**src/rtl/ahb_decode_mux.sv**
```systemverilog
// AHB-Lite address decoder and slave response multiplexer with a built-in ERROR default slave.
// Optional unmapped-transfer counter on err_count is enabled by defining DEC_ERR_CNT_EN.
//
// state | meaning
// IDLE  | default slave idle, zero-wait OKAY
// ERR1  | first ERROR cycle, HREADY low
// ERR2  | second ERROR cycle, HREADY high
module ahb_decode_mux #(
  parameter int NUM_SLAVES = 4,
  parameter int SEL_BITS   = 2,
  parameter int SEL_LSB    = 16,
  parameter int ADDR_W     = 32,
  parameter int DATA_W     = 32
) (
  input  logic                         HCLK,
  input  logic                         HRESET,
  input  logic [ADDR_W-1:0]            HADDR,
  input  logic [1:0]                   HTRANS,
  output logic [NUM_SLAVES-1:0]        HSEL,
  input  logic [NUM_SLAVES*DATA_W-1:0] HRDATA_S,
  input  logic [NUM_SLAVES-1:0]        HREADYOUT_S,
  input  logic [NUM_SLAVES-1:0]        HRESP_S,
  output logic [DATA_W-1:0]            HRDATA,
  output logic                         HREADY,
  output logic                         HRESP,
  output logic [15:0]                  err_count
);

  localparam logic [1:0] S_IDLE = 2'd0;
  localparam logic [1:0] S_ERR1 = 2'd1;
  localparam logic [1:0] S_ERR2 = 2'd2;

  logic [1:0]          r_state;
  logic [1:0]          w_state_nxt;
  logic [SEL_BITS-1:0] r_d_idx;
  logic                r_d_map;
  logic                r_d_act;
  logic [SEL_BITS-1:0] w_idx;
  logic                w_mapped;
  logic                w_unmapped_xfer;
  logic [DATA_W-1:0]   w_s_rdata;
  logic                w_s_ready;
  logic                w_s_resp;
  logic                w_def_ready;
  logic                w_def_resp;
  logic                w_unused;

  assign w_idx    = HADDR[SEL_LSB +: SEL_BITS];
  assign w_mapped = (int'(w_idx) < NUM_SLAVES);
  assign w_unused = ^{HADDR, HTRANS[0]};

  always_comb begin
    HSEL = '0;
    for (int i = 0; i < NUM_SLAVES; i++)
      HSEL[i] = w_mapped && (w_idx == SEL_BITS'(i));
  end

  always_comb begin
    w_s_rdata = '0;
    w_s_ready = 1'b1;
    w_s_resp  = 1'b0;
    for (int i = 0; i < NUM_SLAVES; i++) begin
      if (r_d_idx == SEL_BITS'(i)) begin
        w_s_rdata = HRDATA_S[i*DATA_W +: DATA_W];
        w_s_ready = HREADYOUT_S[i];
        w_s_resp  = HRESP_S[i];
      end
    end
  end

  // ERR states are only ever entered with an active transfer captured in the data phase
  assign w_def_ready = !(r_d_act && (r_state == S_ERR1));
  assign w_def_resp  = r_d_act && (r_state != S_IDLE);

  assign HRDATA = r_d_map ? w_s_rdata : '0;
  assign HREADY = r_d_map ? w_s_ready : w_def_ready;
  assign HRESP  = r_d_map ? w_s_resp  : w_def_resp;

  assign w_unmapped_xfer = HREADY && HTRANS[1] && !w_mapped;

  always_comb begin
    w_state_nxt = S_IDLE;
    case (r_state)
      S_IDLE:  w_state_nxt = w_unmapped_xfer ? S_ERR1 : S_IDLE;
      S_ERR1:  w_state_nxt = S_ERR2;
      S_ERR2:  w_state_nxt = (HTRANS[1] && !w_mapped) ? S_ERR1 : S_IDLE;
      default: w_state_nxt = S_IDLE;
    endcase
  end

  // Data-phase routing only advances when the bus is ready, so wait states keep the owner
  always_ff @(posedge HCLK) begin
    if (HRESET) begin
      r_state <= S_IDLE;
      r_d_idx <= '0;
      r_d_map <= 1'b0;
      r_d_act <= 1'b0;
    end else begin
      r_state <= w_state_nxt;
      if (HREADY) begin
        r_d_idx <= w_idx;
        r_d_map <= w_mapped;
        r_d_act <= HTRANS[1];
      end
    end
  end

`ifdef DEC_ERR_CNT_EN
  logic [15:0] r_err_count;

  always_ff @(posedge HCLK) begin
    if (HRESET)
      r_err_count <= 16'h0000;
    else if (w_unmapped_xfer && (r_err_count != 16'hFFFF))
      r_err_count <= r_err_count + 16'd1;
  end

  assign err_count = r_err_count;
`else
  assign err_count = 16'h0000;
`endif

endmodule

```
**config.mk**
```make
export PLATFORM = sky130hd
export DESIGN_NAME = ahb_decode_mux
export DESIGN_NICKNAME = d
export VERILOG_FILES = /design/src/rtl/ahb_decode_mux.sv
export SDC_FILE = /design/constraint.sdc
export NUM_CORES = 1
export LEC_CHECK = 0
export BUFFER_PORTS_ARGS = -buffer_cell sky130_fd_sc_hd__buf_2
export CAP_MARGIN = 10
export CORE_MARGIN = 10
export CORE_UTILIZATION = 26
export CTS_CLUSTER_DIAMETER = 50
export DETAILED_ROUTE_END_ITERATION = 16
export GPL_ROUTABILITY_DRIVEN = 0
export PLACE_DENSITY = 0.81
export SYNTH_ARGS = -nofsm -noshare
export SYNTH_HDL_FRONTEND = slang
export SYNTH_SLANG_ARGS = --single-unit
```
**constraint.sdc**
```tcl
create_clock -name HCLK -period 1.26 [get_ports HCLK]
set_input_delay 0.063 -clock HCLK [delete_from_list [all_inputs] [get_ports HCLK]]
set_output_delay 0.063 -clock HCLK [all_outputs]
set_load 0.05 [all_outputs]
```
==> metrics.txt, run 1 <==
run status=finished, violations left; failing checks=negative setup slack; initial antenna violation count=0; worst hold slack=59.2 ps; M1 GR Usage=between 15 and 20%; Yosys Warn Count=0; Sw Share=44.1%; io pins=approximately 230; Seq/Total Area, Yosys=4.42%; die width=92.3 um; critical-path maximum fanout=5; Max-Cap Viols=0; detailed-route via count=1,780; hold crit path type=in -> reg; FF-to-FF path depth=5; WP data required=1200 ps; Reg clk slew, reported paths=30 ps; Post-synth EDFFs=0; post-layout minimum cycle time=1730 ps; Mapped Cells=116; Post-synth top cells=and2_1, mux4_2, buf_4; Total Wirelength=7920 um; Slew Limit Fails=0; htree depth=1; hpwl dp=a little over 6000 um; Final ANT Viol Nets=0; Total Routing Usage GR=16.7%; IO buf count=approximately 180; IR drop worst, VDD=0.557 mV; nature of the critical path startpoint=register; Worst Path Class, Setup=reg -> out; clk_skew=5.33 ps; crit end category=output port; drt pass-1 iters=4; synthesized area=1360 um^2; register bit total from synthesis=3; utilization after layout=58.3%; Comb pwr share=~82%; RSZ-0062 raised after global routing=true; first-pass GRT wire length=11,400 um; Synth Area per Inst=11.7 um^2; count of cell types in the netlist=21; Post-synth top flop=dfxtp_1; pwr dens=777 nW/um^2; Switching Power=1.01 mW; antenna cells=0; clock sinks=3; Initial Util=a little over a quarter; worst path arrival time=1670 ps; area delta synth->final=118%; Cell Rows=26; CTS tree=yes; total core area=5070 um^2; Die H=92.3 um; post-DR wirelength/cell=21.4 um; fin crit share=138%; Worst Slack Setup Final=-473 ps; CTS Root Buffer Type=clkbuf_8; die area=approximately 8500 um^2; R2R Setup Slk=-240 ps; final setup vio count=36; Max Freq=between 500 and 600 MHz; DRT iter0 DRCs=47; Clk pwr share=between 10% and 20%; Seq pwr share=5.1%; largest net degree at the start of global routing=24; met2 Usage GRT=31.8%; Synth area leaders=mux4_2, and2_1, buf_4; Async S/R FF share, synth=0%; Worst Hold Depth=2; Max Root-Sink Buffers=2; Leak=1.45 nW; total power=2.30 mW; vias in the first global route=2,097; layer with the highest usage=met2; Int Pwr=1.29 mW; Final nets=474; gr ovfl total=0; Hold Fails Final Rpt=0; clk_lat worst skew=220 ps; GR Util met3=approximately 5.2%; # DRC=0; share of layout cells above drive strength 1=between 80% and 90%; Vias/cell=4.80; biggest area consumer among synthesized cells=mux4_2; CTS Buf Count=3; Synth top area share=54.7%; pre-CTS setup slack=-280 ps
-- cell usage in the layout (no fill, tap or decap), types with 3 or more instances in the layout --
cell,instances
buf_2,143
conb_1,16
buf_12,6
inv_1,4
buf_4,3
nor2_1,4
buf_8,33
buf_6,4
and2_4,33
clkbuf_8,3
buf_16,3
mux4_2,33
-- critical path: stages (launching register included) --
cell and delay (ps):
dfxtp_4 360, buf_12 130, clkbuf_16 150, mux4_2 490, and2_4 160, buf_8 140
-- layout make-up --
class / instances / area, um^2
Tap cell: 70 / 87.6
Multi-Input combinational cell: 97 / 1240
Sequential cell: 3 / 65.1
Inverter: 4 / 15.0
Clock buffer: 4 / 45.0
Timing Repair Buffer: 193 / 1510
Fill cell: 437 / 2110
-- state kept, by name, summed over array words and instances, names as in the netlist --
signal	count
r_d_idx	2
r_d_map	1
-- final timing paths --
| check | start | end |
|---|---|---|
| setup / recovery | r_d_idx[0] | HRDATA[18] |
| hold / removal | HREADYOUT_S[3] | r_d_idx[1] |
| setup reg to reg | r_d_idx[0] | r_d_idx[0] |
| hold reg to reg | r_d_map | r_d_idx[1] |
-- cells by family after synthesis --
family	after synthesis	share of synthesized area (%)
flops	3	4.42
buf+inv	31	16.8
mux	35	56.3
other cells	1	0.276
compound gates	5	3.96
simple gates	41	18.3
-- repair_timing --
item | in CTS | in global routing
gates cloned | 4 | 1
setup endpoints to repair | 36 | 36
buffers inserted | 8 | 0
hold buffers | 0 | 0
gates resized for setup | 99 | 14
pin swaps | 21 | 14
-- routing by layer --
metal	vias up	share of wire (%)
met3	8	8.9
met5	-	0
met2	120	54
met1	863	36
li1	789	-
met4	0	1.1
-- through the flow --
| step | std cells | instance area (um^2) | TNS [ps] |
|---|---|---|---|
| after floorplan | 131 | 1510 | -2900 |
| after global placement | 357 | 2370 | -8220 |
| after detailed placement | 357 | 2370 | -8920 |
| after CTS | 371 | 2910 | -15670 |
| after global routing | 371 | 2960 | -16440 |
| final | 371 | 2960 | -14850 |
-- power by group through the flow --
stage,clock network [mW],logic (mW),registers [mW]
6_report,0.287,1.90,0.118
5_1_grt,0.298,1.98,0.119
4_1_cts,0.288,1.85,0.118
2_1_floorplan,0,1.14,0.112
3_5_place_dp,0,1.48,0.120
3_3_place_gp,0,1.46,0.120
Power figures use the tool's default switching activity.
==> inputs of run 2 (changes only) <==
Settings changed: PLACE_DENSITY 0.81 to 0.79.
==> run 2 against run 1 <==
Effect of this change: the flow still finishes with violations (negative setup slack); clock-buffer cell count did not move; setup slack gained 37 ps; largest power group unchanged; worst hold slack worse by 4.0 ps; die area stayed put; clock power is 3% lower; highest routed layer is now met5.
==> metrics.txt, run 2 (synthesized netlist as in run 1, its figures left out) <==
run status=finished, violations left; failing checks=negative setup slack; CTS tree=yes; WP data required=1200 ps (about the same); crit end category=output port; Total Wirelength=7360 um (-7.0%); filler instances=447 (+2.3%); Placed Cells=358 (+0.28%); Final nets=471 (-0.63%); Initial Util=26.8% (unchanged); critical-path maximum fanout=9 (+4); pwr dens=772 nW/um^2 (-0.68%); slowest CP cell=mux4_2; largest registers=r_d_idx: 2 flops, r_d_map: 1 flops; Vias/cell=4.65 (-3.0%); Final ANT Viol Nets=0 (unchanged); htree depth=1 (unchanged); Worst Slack Setup Final=-436 ps (+37.1 ps); io pins=226 (unchanged); Max Root-Sink Buffers=2 (unchanged); clk_skew=0.0436 ps (-5.29 ps); IR drop worst, VDD=0.732 mV (+31%); fin crit share=135% (-2.9 points); Worst Path Class, Setup=reg -> out; CTS Root Buffer Type=clkbuf_8; Die H=92.3 um (unchanged); worst path arrival time=1630 ps (-40 ps); first-pass GRT wire length=11,000 um (-3.0%); Slew Limit Fails=0 (unchanged); drt pass-1 iters=4 (unchanged); largest net degree at the start of global routing=21 (-13%); gr ovfl total=0 (unchanged); Cell Chain, Critical Path=buf_12 -> mux4_2 -> and2_4 -> buf_6; Reg clk slew, reported paths=30 ps (about the same); hold crit path type=in -> reg; post-layout minimum cycle time=1700 ps (-37.1 ps); Hold Fails Final Rpt=0 (unchanged); detailed-route via count=1,712 (-3.8%); nature of the critical path startpoint=register; CTS Buf Count=3 (unchanged); fin cells=368 (-0.81%); area delta synth->final=102%; clk_lat worst skew=210 ps (about the same); total power=2.12 mW (-7.7%); sequential standard cell area=65.1 um^2 (unchanged); die area=8520 um^2 (unchanged); utilization after layout=54.2% (-4.1 points); Cell Rows=26 (unchanged); IO buf count=177 (unchanged); initial antenna violation count=1 (+1); worst hold slack=55.2 ps (-3.98 ps); Reg with most FFs=r_d_idx; vias in the first global route=2,093 (-0.19%); commonest non-fill, non-tap cells in the layout=buf_2, buf_6, mux4_2, and2_4, conb_1; total core area=5070 um^2 (unchanged); slowest stage delay, CP=510 ps (+20 ps); Multi-input gate area=1250 um^2 (+0.40%); hpwl dp=6060 um (-1.4%); # DRC=0 (unchanged); post-DR wirelength/cell=20.0 um (-6.3%); antenna cells=0 (unchanged); Total Routing Usage GR=16.2% (-0.52 points); share of layout cells above drive strength 1=89.9% (+0.23 points); Leak=1.37 nW (-5.3%); final setup vio count=36 (unchanged); Max Freq=590 MHz (+2.2%); hold_buf cts=0 (unchanged); clock sinks=3 (unchanged); RSZ-0062 raised after global routing=true; leading cell type in the layout, fill and taps excluded=buf_2; Max-Cap Viols=0 (unchanged); max FFs per register=2 (unchanged); DRT iter0 DRCs=29 (-38%); die width=92.3 um (unchanged)
## run 2: changes by cell type in the layout (fill, tap and decap cells not counted)
cell	previous run	this run
nor3b_1	1	0
buf_6	4	35
buf_8	33	0
nor3b_2	0	1
buf_16	3	0
buf_4	3	5
## run 2: final cells by class
type	count	area share, %
Clock buffer	4	1.64
Sequential cell	3	2.36
Multi-Input combinational cell	97	45.3
Timing Repair Buffer	190	47.0
Tap cell	70	3.18
Inverter	4	0.546
## run 2: stage by stage
step,worst slack [ps],TNS (ps),instance area [um^2]
2_1_floorplan,-136,-2900,1510
3_3_place_gp,-268,-8190,2360
3_5_place_dp,-278,-8730,2360
4_1_cts,-477,-15110,2760
5_1_grt,-485,-16310,2750
6_report,-436,-14260,2750
## run 2: path summary, 6_finish.rpt
path | slack (ps) | depth (start not counted) | to | from
setup / recovery | -440 | 4 | HRDATA[6] | r_d_idx[0]
hold / removal | 60 | 2 | r_d_map | HRESET
hold reg to reg | 630 | 3 | r_d_idx[1] | r_d_map
setup reg to reg | -190 | 5 | r_d_idx[0] | r_d_idx[0]
## run 2: worst max-delay path, delay by kind of cell (launching register included)
kind                   cells  cell delay (ps)
buffers and inverters      2              300
DFF                        1              420
muxes                      1              510
and+or+nand+nor            1              180
## run 2: repair_timing
action,CTS,global route
buffers inserted,4,1
resized for setup,76,4
pin swaps,3,1
cloned,2,1
endpoints found under the setup margin,36,36
## run 2: power breakdown
group	switching (mW)	internal (mW)
Combinational	0.880	0.840
Sequential	0.0203	0.105
Clock	0.0634	0.216
Total	0.964	1.16
## run 2: layer usage
metal  track usage [%]  vias to the layer above  part of all wire, %
li1                  -                      782                    -
met1              15.3                      805                   34
met2              31.5                      115                   55
met3              7.43                        8                   10
met4              2.57                        2                 0.69
met5                 0                        -                 0.18
==> inputs of run 3 (changes only) <==
Settings changed: CELL_PAD_IN_SITES_DETAIL_PLACEMENT set to 1, CELL_PAD_IN_SITES_GLOBAL_PLACEMENT set to 1, CORE_UTILIZATION 26 to 16, PLACE_DENSITY 0.79 to not set, PLACE_DENSITY_LB_ADDON set to 0.1.
==> run 3 against run 2 <==
Effect of this change: sequential share of layout area shrank 0.16 points; non-clock buffer count rose by 3; largest power group unchanged; die area grew 48%; first-iteration DRC count increased by 45%; design area increased by 7.2%; clock-buffer cell count unchanged; core utilization is 18 points lower; largest cell class unchanged; worst hold slack lost 1.6 ps; clock power about the same; global-route usage decreased by 4.4 points; the run still ends with negative setup slack left; wire length increased by 8.4%.
==> metrics.txt, run 3 (synthesized netlist as in run 1, its figures left out) <==
utilization after layout=35.7% (-18 points); commonest non-fill, non-tap cells in the layout=buf_2, mux4_2, and2_4; Total Routing Usage GR=11.8% (-4.4 points); Slew Limit Fails=0 (unchanged); die area=12,600 um^2 (+48%); Max-Cap Viols=0 (unchanged); Total Wirelength=7990 um (+8.4%); initial antenna violation count=0 (-1); gr ovfl total=0 (unchanged); final setup vio count=36 (unchanged); FF-to-FF path depth=5 (unchanged); total core area=8260 um^2 (+63%); Cell Rows=33 (+27%); Hold Fails Final Rpt=0 (unchanged); Leak=1.43 nW (+4.1%); detailed-route via count=1,717 (+0.29%); die width=112 um (+22%); fin crit share=133% (-1.2 points); Final ANT Viol Nets=0 (unchanged); CTS Buf Count=3 (unchanged); Reg with most FFs=r_d_idx; reg2reg start=r_d_idx[0]; hold_buf cts=0 (unchanged); post-DR wirelength/cell=19.6 um (-1.9%); critical-path maximum fanout=8 (-1); nature of the critical path startpoint=register; Max Freq=595 MHz (+0.92%); Worst Hold Depth=2 (unchanged); R2R Setup Slk=-210 ps (-20 ps); CTS tree=yes; max FFs per register=2 (unchanged); failing checks=negative setup slack; hold path endpoint=r_d_map; hold crit path type=in -> reg; Max Root-Sink Buffers=2 (unchanged); Final nets=474 (+0.64%); Worst Slack Setup Final=-420 ps (+15.4 ps); Reg2Reg Capture Point=r_d_idx[0]; first-pass GRT wire length=12,000 um (+8.8%); filler instances=977 (+120%); Reg clk slew, reported paths=30 ps (about the same); leading cell type in the layout, fill and taps excluded=buf_2; clk_skew=1.59 ps (+1.54 ps); DRT iter0 DRCs=42 (+45%); IR drop worst, VDD=0.351 mV (-52%); largest registers=r_d_idx: 2 flops, r_d_map: 1 flops; clk_lat worst skew=210 ps (about the same); htree depth=1 (unchanged); hpwl dp=6980 um (+15%); worst path arrival time=1620 ps (about the same); WP data required=1200 ps (about the same); io pins=226 (unchanged); Post-DP Area=2470 um^2 (+4.5%); share of layout cells above drive strength 1=89.7% (-0.23 points); Initial Util=16.5% (-10 points); sequential standard cell area=65.1 um^2 (unchanged); largest net degree at the start of global routing=18 (-14%); IO buf count=177 (unchanged); post-layout minimum cycle time=1680 ps (-15.4 ps); Vias/cell=4.22 (-9.3%); drt pass-1 iters=4 (unchanged); Die H=112 um (+22%); RSZ-0062 raised after global routing=true; Worst Path Class, Setup=reg -> out; crit end category=output port; clock sinks=3 (unchanged); Hold Path Origin=HRESET; final instance area=2950 um^2 (+7.2%); area delta synth->final=117%; pwr dens=755 nW/um^2 (-2.1%); vias in the first global route=1,990 (-4.9%); CTS Root Buffer Type=clkbuf_8; # DRC=0 (unchanged); run status=finished, violations left; Multi-input gate area=1240 um^2 (-0.40%); total power=2.23 mW (+4.9%)
==> run 3: changes by cell type in the layout (fill, tap and decap cells not counted) <==
| cell | change |
|---|---|
| diode_2 | +1 |
| buf_12 | +2 |
| buf_6 | -30 |
| buf_8 | +32 |
| nor3b_2 | -1 |
| nor3b_1 | +1 |
| clkbuf_16 | -1 |
==> run 3: area by class of cell <==
| class | count | share of cell area, % |
|---|---|---|
| Antenna cell | 1 | 0.0848 |
| Sequential cell | 3 | 2.21 |
| Multi-Input combinational cell | 97 | 42.1 |
| Inverter | 4 | 0.509 |
| Timing Repair Buffer | 193 | 49.2 |
| Tap cell | 105 | 4.45 |
| Clock buffer | 4 | 1.53 |
==> run 3: power breakdown <==
| group | leakage [nW] | switching (mW) | internal [mW] |
|---|---|---|---|
| clock network | 0.0228 | 0.0641 | 0.216 |
| registers | 0.0260 | 0.0243 | 0.105 |
| logic | 1.38 | 0.892 | 0.928 |
| total | 1.43 | 0.980 | 1.25 |
==> run 3: how the worst max path moves through the flow <==
| stage | startpoint | endpoint | slack, ps | cells past startpoint |
|---|---|---|---|---|
| after floorplan | r_d_idx[0] | HRDATA[10] | -140 | 4 |
| after global placement | r_d_idx[0] | HRDATA[10] | -290 | 4 |
| after detailed placement | r_d_idx[0] | HRESP | -310 | 4 |
| after CTS | r_d_idx[0] | HRDATA[6] | -520 | 5 |
| after global routing | r_d_idx[0] | HRDATA[24] | -490 | 4 |
| final | r_d_idx[0] | HRDATA[21] | -420 | 4 |
==> run 3: repair_timing <==
| action | CTS | global route |
|---|---|---|
| setup endpoints to repair | 36 | 36 |
| resized for setup | 108 | 2 |
| gates cloned | 2 | 0 |
| pin swaps | 34 | 2 |
| buffers inserted | 4 | 0 |
==> run 3: metal layers <==
layer | up-vias | wire, um | track usage [%]
met5 | - | 0 | 0
met4 | 0 | 85 | 1.95
met3 | 6 | 815 | 4.74
met2 | 111 | 3980 | 20.5
met1 | 812 | 3110 | 13.5
li1 | 788 | - | -
==> run 3: stage by stage <==
| step | setup TNS, ps | std cells | setup slack [ps] | hold slack [ps] |
|---|---|---|---|---|
| 2_1_floorplan | -2900 | 131 | -136 | 120 |
| 3_3_place_gp | -9110 | 398 | -286 | 262 |
| 3_5_place_dp | -9930 | 398 | -310 | 263 |
| 4_1_cts | -15830 | 408 | -518 | 51.0 |
| 5_1_grt | -15950 | 406 | -494 | 54.1 |
| 6_report | -13820 | 407 | -420 | 53.6 |
==> run 3: critical path, cell delays in order (launching register included) <==
cell     delay, ps
dfxtp_4        430
buf_12         160
mux4_2         500
and2_4         160
buf_8          140
